**src/rtl/lcb_responder.sv**
```systemverilog
// LCB-side RS-485 responder: receives 8N1 requests, answers with channel reply.
// Define LCB_RESP_CHKSUM_EN to verify request checksum and append reply checksum.
module lcb_responder #(
  parameter int          CLK_DIV   = 16,
  parameter logic [7:0]  LCB_ID    = 8'h03,
  parameter int          N_CH      = 12,
  parameter int          REPLY_GAP = 4,
  parameter int          TURN_BITS = 2
) (
  input  logic       clk,
  input  logic       reset,
  input  logic       iRX,
  output logic       oTX,
  output logic       oDirTX,
  output logic       oDirRX,
  output logic [4:0] oChAddr,
  output logic       oChRd,
  input  logic [7:0] iChData,
  output logic [4:0] oCycle,
  output logic       oBusy,
  output logic       oFrameErr
);

`ifdef LCB_RESP_CHKSUM_EN
  localparam int NB = N_CH + 3;
`else
  localparam int NB = N_CH + 2;
`endif

  localparam logic [15:0] HALF  = 16'(CLK_DIV / 2 - 1);
  localparam logic [15:0] BITC  = 16'(CLK_DIV - 1);
  localparam logic [15:0] GAPC  = 16'(REPLY_GAP * CLK_DIV);
  localparam logic [15:0] TMOC  = 16'(20 * CLK_DIV - 1);
  localparam logic [3:0]  TLAST = 4'(TURN_BITS - 1);
  localparam logic [5:0]  LASTB = 6'(NB - 1);
  localparam logic [5:0]  NCH6  = 6'(N_CH);

  typedef enum logic [1:0] {
    R_IDLE,
    R_START,
    R_DATA,
    R_STOP
  } rx_st_t;

  typedef enum logic [2:0] {
    F_SYNC,
    F_ADDR,
    F_CYC,
    F_CHK,
    F_GAP,
    F_TON,
    F_SEND,
    F_TOFF
  } fr_st_t;

  rx_st_t      rst;
  fr_st_t      fst;
  logic        rx_s1;
  logic        rx_s2;
  logic        rx_prev;
  logic [15:0] rcnt;
  logic [2:0]  rbit;
  logic [7:0]  rsh;
  logic [15:0] tmo;

  logic [7:0]  rchk;
  logic [4:0]  cyc_q;
  logic [15:0] tcnt;
  logic [15:0] tck;
  logic [3:0]  bit_i;
  logic [5:0]  byte_i;
  logic [7:0]  cur;
  logic [7:0]  txchk;
  logic [7:0]  ch_q;
  logic        rd_d1;
  logic        rd_d2;

  logic       rx_en;
  logic       in_frame;
  logic       stop_samp;
  logic       byte_ok;
  logic       stop_bad;
  logic       tmo_hit;
  logic       fetch;
  logic [7:0] nxt;

  assign rx_en    = (fst == F_SYNC) || (fst == F_ADDR) ||
                    (fst == F_CYC)  || (fst == F_CHK);
  assign in_frame = (fst == F_ADDR) || (fst == F_CYC) ||
                    (fst == F_CHK);

  assign stop_samp = (rst == R_STOP) && (rcnt == BITC);
  assign byte_ok   = stop_samp && rx_s2;
  assign stop_bad  = stop_samp && !rx_s2;
  assign tmo_hit   = in_frame && (rst == R_IDLE) && (tmo == TMOC);

  // channel k is fetched while byte k+1 is on the wire
  assign fetch = (byte_i != 6'd0) && (byte_i <= NCH6);

  always_comb begin
    nxt = txchk;
    unique case (1'b1)
      (byte_i == 6'd0): nxt = {3'b000, oCycle};
      (byte_i != 6'd0 && byte_i <= NCH6): nxt = ch_q;
      (byte_i > NCH6): nxt = txchk;
    endcase
  end

  always_ff @(posedge clk or negedge reset) begin
    if (!reset) begin
      rx_s1   <= 1'b1;
      rx_s2   <= 1'b1;
      rx_prev <= 1'b1;
      rst     <= R_IDLE;
      rcnt    <= '0;
      rbit    <= '0;
      rsh     <= '0;
      tmo     <= '0;
    end else begin
      rx_s1   <= iRX;
      rx_s2   <= rx_s1;
      rx_prev <= rx_s2;
      tmo     <= (in_frame && rst == R_IDLE) ? tmo + 16'd1 : '0;
      if (!rx_en) begin
        rst <= R_IDLE;
      end else begin
        unique case (rst)
          R_IDLE: begin
            if (rx_prev && !rx_s2) begin
              rst  <= R_START;
              rcnt <= '0;
            end
          end
          R_START: begin
            if (rcnt == HALF) begin
              rcnt <= '0;
              rbit <= '0;
              rst  <= rx_s2 ? R_IDLE : R_DATA;
            end else begin
              rcnt <= rcnt + 16'd1;
            end
          end
          R_DATA: begin
            if (rcnt == BITC) begin
              rcnt <= '0;
              rsh  <= {rx_s2, rsh[7:1]};
              if (rbit == 3'd7) rst <= R_STOP;
              else rbit <= rbit + 3'd1;
            end else begin
              rcnt <= rcnt + 16'd1;
            end
          end
          R_STOP: begin
            if (rcnt == BITC) rst <= R_IDLE;
            else rcnt <= rcnt + 16'd1;
          end
        endcase
      end
    end
  end

  always_ff @(posedge clk or negedge reset) begin
    if (!reset) begin
      fst       <= F_SYNC;
      oTX       <= 1'b1;
      oDirTX    <= 1'b0;
      oDirRX    <= 1'b0;
      oChAddr   <= '0;
      oChRd     <= 1'b0;
      oCycle    <= '0;
      oBusy     <= 1'b0;
      oFrameErr <= 1'b0;
      rchk      <= '0;
      cyc_q     <= '0;
      tcnt      <= '0;
      tck       <= '0;
      bit_i     <= '0;
      byte_i    <= '0;
      cur       <= '0;
      txchk     <= '0;
      ch_q      <= '0;
      rd_d1     <= 1'b0;
      rd_d2     <= 1'b0;
    end else begin
      oFrameErr <= 1'b0;
      oChRd     <= 1'b0;
      rd_d1     <= oChRd;
      rd_d2     <= rd_d1;
      if (rd_d2) ch_q <= iChData;
      unique case (fst)
        F_SYNC: begin
          if (byte_ok && rsh == 8'h5A) begin
            rchk <= 8'h5A;
            fst  <= F_ADDR;
          end
        end
        F_ADDR: begin
          if (stop_bad || tmo_hit) begin
            oFrameErr <= 1'b1;
            fst       <= F_SYNC;
          end else if (byte_ok) begin
            if (rsh == LCB_ID) begin
              rchk <= rchk ^ rsh;
              fst  <= F_CYC;
            end else begin
              fst <= F_SYNC;
            end
          end
        end
        F_CYC: begin
          if (stop_bad || tmo_hit) begin
            oFrameErr <= 1'b1;
            fst       <= F_SYNC;
          end else if (byte_ok) begin
            rchk  <= rchk ^ rsh;
            cyc_q <= rsh[4:0];
`ifdef LCB_RESP_CHKSUM_EN
            fst   <= F_CHK;
`else
            oCycle <= rsh[4:0];
            oBusy  <= 1'b1;
            tcnt   <= '0;
            fst    <= F_GAP;
`endif
          end
        end
        F_CHK: begin
          if (stop_bad || tmo_hit) begin
            oFrameErr <= 1'b1;
            fst       <= F_SYNC;
          end else if (byte_ok) begin
            if (rsh == rchk) begin
              oCycle <= cyc_q;
              oBusy  <= 1'b1;
              tcnt   <= '0;
              fst    <= F_GAP;
            end else begin
              oFrameErr <= 1'b1;
              fst       <= F_SYNC;
            end
          end
        end
        F_GAP: begin
          if (tcnt == GAPC) begin
            oDirTX <= 1'b1;
            oDirRX <= 1'b1;
            oTX    <= 1'b1;
            tck    <= '0;
            bit_i  <= '0;
            fst    <= F_TON;
          end else begin
            tcnt <= tcnt + 16'd1;
          end
        end
        F_TON: begin
          if (tck == BITC) begin
            tck <= '0;
            if (bit_i == TLAST) begin
              oTX    <= 1'b0;
              cur    <= 8'hA5;
              txchk  <= 8'hA5;
              byte_i <= '0;
              bit_i  <= '0;
              fst    <= F_SEND;
            end else begin
              bit_i <= bit_i + 4'd1;
            end
          end else begin
            tck <= tck + 16'd1;
          end
        end
        F_SEND: begin
          if (tck == BITC) begin
            tck <= '0;
            if (bit_i == 4'd9) begin
              bit_i <= '0;
              if (byte_i == LASTB) begin
                oTX <= 1'b1;
                fst <= F_TOFF;
              end else begin
                oTX    <= 1'b0;
                cur    <= nxt;
                txchk  <= txchk ^ nxt;
                byte_i <= byte_i + 6'd1;
              end
            end else begin
              bit_i <= bit_i + 4'd1;
              oTX   <= (bit_i == 4'd8) ? 1'b1 : cur[bit_i[2:0]];
              if (bit_i == 4'd8 && fetch) begin
                oChRd   <= 1'b1;
                oChAddr <= 5'(byte_i - 6'd1);
              end
            end
          end else begin
            tck <= tck + 16'd1;
          end
        end
        F_TOFF: begin
          if (tck == BITC) begin
            tck <= '0;
            if (bit_i == TLAST) begin
              oDirTX <= 1'b0;
              oDirRX <= 1'b0;
              oBusy  <= 1'b0;
              fst    <= F_SYNC;
            end else begin
              bit_i <= bit_i + 4'd1;
            end
          end else begin
            tck <= tck + 16'd1;
          end
        end
      endcase
    end
  end

endmodule

```
**config.mk**
```make
export PLATFORM = sky130hd
export DESIGN_NAME = lcb_responder
export DESIGN_NICKNAME = d
export VERILOG_FILES = /design/src/rtl/lcb_responder.sv
export SDC_FILE = /design/constraint.sdc
export NUM_CORES = 1
export LEC_CHECK = 0
export CORE_ASPECT_RATIO = 1.5
export CORE_MARGIN = 2
export CORE_UTILIZATION = 40
export DETAILED_ROUTE_END_ITERATION = 7
export GPL_TIMING_DRIVEN = 0
export PLACE_DENSITY = 0.66
export SLEW_MARGIN = 0
export SYNTH_ARGS = -nofsm -noshare
export SYNTH_HDL_FRONTEND = slang
export SYNTH_SLANG_ARGS = --single-unit
```
**constraint.sdc**
```tcl
create_clock -name clk -period 3.7 [get_ports clk]
set_clock_uncertainty 0.05 [all_clocks]
set_input_delay 0.37 -clock clk [delete_from_list [all_inputs] [get_ports clk]]
set_output_delay 0.37 -clock clk [all_outputs]
set_load 0.05 [all_outputs]
```
# Word level (Yosys, flattened, before mapping)
# Cells that the tools add are included.
# totals
rom_bits	0
memories	0
wordCells	256
latchBits	0
register_bits	147
ramBits	0
# classes
addsub	8
mul	0
n_eq_ne	56
magnitude_cmp	3
n_reduce_logical	48
div	0
muxes	110
n_shift	0
bitwise_logic	4
# ops
cell	n
$mux 16	13
$mux 8	14
$add 16x1->16 const B	4
$pmux 16 s4	1
$mux 3	19
$pmux 16 s3	1
$pmux 8 s3	2
$ne 2x2->1 const B	21
$eq 16x4->1 const B	2
$pmux 16 s2	1
$pmux 8 s2	2
$mux 6	5
$mux 4	7
$mux 5	5
$pmux 3 s8	1
$mux 1	21
$reduce_and 6->1	3
$eq 16x3->1 const B	1
$eq 16x7->1 const B	1
$eq 16x9->1 const B	1
$mux 2	8
$pmux 4 s4	1
$xor 8x8->8	2
$eq 3x3->1 const B	5
other kinds (47)	88

# Logic depth before layout (Yosys ltp)
# depth
word_depth	8
depth_mapped	9
ltp_nobuf	8

# Worst setup path after synthesis
# Ideal clock, no wire load.
# synth_path
path_type	flip-flop to flip-flop
startpoint	register bit_i[0]
endpoint	register cur[0]
arrival_ps	2103
n_path_buf	2
required_time_ps	3521
slack_ps	1418
stages_incl_launch_ff	9
path_cell_list	dfrtp_1 > ha_1 > or3b_1 > o21ai_1 > o2111ai_1 > buf_2 > buf_2 > a21oi_1 > nand2_1
# synth_between
elab_chain_len	3
# synth_lines
item	line	text
start: declaration	70	logic [3:0] bit_i;
start signal: assignment	266	bit_i <= bit_i + 4'd1;
start signal: assignment	287	bit_i <= bit_i + 4'd1;
start signal: assignment	307	bit_i <= bit_i + 4'd1;
$eq 4x4->1 or $eq 4x1->1 (tied branches)	275, 258	
$ne 2x2->1 (no source line)	n/a	
$reduce_and 6->1 (no source line) (*)	n/a	
end signal: assignment	282	cur <= nxt;
end: declaration	72	logic [7:0] cur;
# Every way passes the cells marked *; elsewhere a longest branch is shown, timed or not.
# A chain may end at the register's enable or synchronous reset.

# Worst setup path after layout
# Same ends and word-level chain as after synthesis.

==> flow_metrics.env <==
export IMPL_status="complete, no violations"
export IMPL_area_growth_pct=16.4
export IMPL_holdWs_ns=0.300
export IMPL_clk_insertion_delay_late_ns=0.43
export IMPL_coreArea_sq_um=19100
export IMPL_finish_utilization=0.474
export IMPL_vdd_drop_max_mv=0.292
export IMPL_clk_pin_slew_ns=0.06
export IMPL_crit_start="bit_i[0]"
export IMPL_syn_area_sq_um=7770
export IMPL_diodes=0
export IMPL_holdCritStartpoint="iRX"
export IMPL_power_density_nw_per_um2=434
export IMPL_syn_avg_cell_area_sq_um=9.65
export IMPL_post_cts_resized=0
export IMPL_cts_sinks=147
export IMPL_period_needed_ns=2.94
export IMPL_die_width_microns=118
export IMPL_fin_tns_setup_ns=0
export IMPL_port_buffers=26
export IMPL_die_area_sq_um=20600
export IMPL_crit_path_max_fanout=10
export IMPL_async_flop_share=1.00
export IMPL_num_rows=62
export IMPL_cts_buffers=17
export IMPL_routed_via_density=5.49
export IMPL_yosys_top_cells_area="dfrtp_1 (46%), o21ai_0 (4.7%), nand2_1 (3.8%), nor2_1 (3.8%), mux2_2 (3.0%)"
export IMPL_grt_ovfl_total=0
export IMPL_synth_area_leader_cell="dfrtp_1"
export IMPL_gp_congestion=0.853
export IMPL_synth_edf_count=0
export IMPL_cpMaxStageDelayCell="dfrtp_1"
export IMPL_ant_nets=0
export IMPL_drive_gt1_frac=0.118
export IMPL_setup_ws_ns=0.764
export IMPL_post_cts_buffers=0
export IMPL_synth_cell_types=76
export IMPL_ys_seq_area_frac=0.474
export IMPL_routed_wl_microns=17700
export IMPL_setup_viol=0
export IMPL_fmax_mhz=341
export IMPL_synth_seq_cells=147
export IMPL_cpPeakStageDelay_ns=0.53
export IMPL_cts_tree="built"
export IMPL_post_dp_hpwl_microns=12400
export IMPL_p_leak_nw=3.86
export IMPL_cp_start_kind="flop"
export IMPL_num_vias=6159
export IMPL_cts_buffer_depth=2
export IMPL_io_pins=27
export IMPL_layout_nets=877
export IMPL_cp_required_ns=3.95
export IMPL_grt_setup_unrepaired="false"
export IMPL_root_buffer="clkbuf_16"
export IMPL_dr_first_iter_drc_count=397
export IMPL_arrival_ns=3.19
export IMPL_first_pass_iters=5
export IMPL_synth_top_area_frac=0.461
export IMPL_endpoint_kind="flop"
export IMPL_hold_viol=0
export IMPL_wl_per_cell_microns=15.8
export IMPL_synth_cells=805
export IMPL_die_h_microns=175
export IMPL_slew_headroom=0.422
export IMPL_drc=0
export IMPL_grtUsageTotal=0.179
export IMPL_drv_slew=0
export IMPL_crit_path_cell_trace="ha_1 > or3b_1 > o21ai_1 > o2111ai_1 > buf_2 > buf_2 > a21oi_1 > nand2_1"
export IMPL_tightest_slew_ns=0.856
export IMPL_grt_pass1_wl_microns=29900
export IMPL_start_util=0.407
export IMPL_hold_path_class="input pin to flop"
export IMPL_crit_type="flop to flop"
export IMPL_rr_startpoint="bit_i[0]"
export IMPL_grt_max_degree=87
export IMPL_synth_nets=830
export IMPL_antenna_found_initial=0
export IMPL_ys_warn_count=0
export IMPL_maxCapViolCount=0
export IMPL_grt_pass1_vias=6094
export IMPL_finalCritPeriodShare=0.794
export IMPL_power_mw=3.93
export IMPL_cp_common_cell="buf_2"
export IMPL_ys_flop_type="dfrtp_1"
export IMPL_dp_worst_setup_slack_ns=0.801
export IMPL_htreeDepth=4
-- routing by layer --
metal,vias up,share of wire,track usage
met2,121,0.51,0.313
met5,-,0,0
met1,3015,0.43,0.211
li1,2983,-,-
met4,0,0.031,0.0899
met3,40,0.026,0.0310
-- final cells by class --
cell class / instances / area, sq um
flip-flops and latches: 147 / 3680
clock buffers: 18 / 429
repair buffers: 28 / 299
fillers: 1832 / 10000
multi-input cells: 603 / 3850
plain buffers: 30 / 146
inverters: 25 / 93.8
clock inverters: 14 / 225
well taps: 256 / 320
-- path summary, 6_finish.rpt --
check	end	slack (ns)	cells past startpoint
worst max-delay path	cur[0]	0.76	8
worst max register to register	cur[0]	0.76	8
max in group asynchronous	rx_prev	2.30	3
min in group asynchronous	tck[6]	0.43	2
worst min register to register	rx_prev	0.31	0
worst min-delay path	rx_s1	0.30	1
-- Yosys cell counts, drive strengths merged (2+ instances only) --
library cell  count
ha               14
nor2             81
mux2             29
o21bai            2
a21o              3
nand2b           11
nor3             22
xor2             21
and4              9
a2bb2oi           2
nand4            18
or3b              2
o211ai            2
or3               8
a21boi            3
nor2b             3
a211o             3
xnor2            23
mux4              2
clkbuf           14
and2              9
nor3b             4
or2              10
buf              16
nand2            79
o22a              4
mux2i             3
nor4             17
nand3b            6
nand3            40
o31ai            10
a22o              4
nor4b             2
and3             10
dfstp             4
o22ai             3
inv              25
or4               3
o21ai            81
dfrtp           143
a21oi            24
a22oi             5
a31oi            19
-- kinds of logic (layout without fill, tap and decap cells) --
| group | count (synthesis) | in the layout | share of synthesized area |
|---|---|---|---|
| DFF | 147 | 147 | 0.474 |
| adders and majority gates | 14 | 14 | 0.0225 |
| and+or+nand+nor | 337 | 337 | 0.224 |
| xor gates and xnor gates | 44 | 44 | 0.0496 |
| AOI/OAI and AO/OA | 174 | 174 | 0.144 |
| buffers and inverters | 55 | 115 | 0.0309 |
| muxes | 34 | 34 | 0.0547 |
-- cell usage in the layout, fill, tap and decap left out, drive strengths merged, types with 6 or more instances in the layout --
cell / count
o21ai: 81
and3: 10
o31ai: 10
buf: 18
nand3b: 6
nor3: 22
nand2: 79
inv: 29
clkbuf: 32
or2: 10
or3: 8
xnor2: 23
and2: 9
nor2: 81
dfrtp: 143
clkdlybuf4s50: 25
nand2b: 11
a31oi: 19
nand3: 40
mux2: 29
nand4: 18
a21oi: 24
ha: 14
xor2: 21
and4: 9
nor4: 17
-- sequential cells by signal (all words and copies together), names as in the netlist, 2 cells and up --
signal and count:
txchk 8, cur 8, cyc_q 5, fst 3
oChAddr 5, tcnt 16, ch_q 8, rst 2
byte_i 6, rcnt 16, rchk 8, rbit 3
tmo 16, bit_i 4, oCycle 5, rsh 8
tck 16
-- power breakdown --
| group | internal, mW | switching (mW) | leakage [nW] | total, mW |
|---|---|---|---|---|
| Combinational | 0.102 | 0.195 | 1.52 | 0.297 |
| Sequential | 1.65 | 0.0412 | 2.03 | 1.69 |
| Clock | 1.21 | 0.734 | 0.313 | 1.94 |
| Total | 2.96 | 0.970 | 3.86 | 3.93 |
-- repair_timing --
item	in CTS	in global routing
endpoints found under the setup margin	0	0
hold endpoints to repair	60	0
hold buffers	1	0
-- worst max-delay path, delay by kind of cell, from the launching register on --
family                   cells  cell delay (ns)
flip-flops                   1             0.53
AO/OA/AOI/OAI                3             0.92
adder cells (fa/ha/maj)      1             0.29
buffers and inverters        2             0.54
AND/OR/NAND/NOR              2             0.49
-- stage by stage --
step	cell area [sq um]	instances
6_report	9040	1121
5_1_grt	9040	1121
3_5_place_dp	8380	1088
4_1_cts	9040	1121
3_3_place_gp	8350	1087
2_1_floorplan	7770	805
No activity file was read; power rests on OpenSTA's default activity.
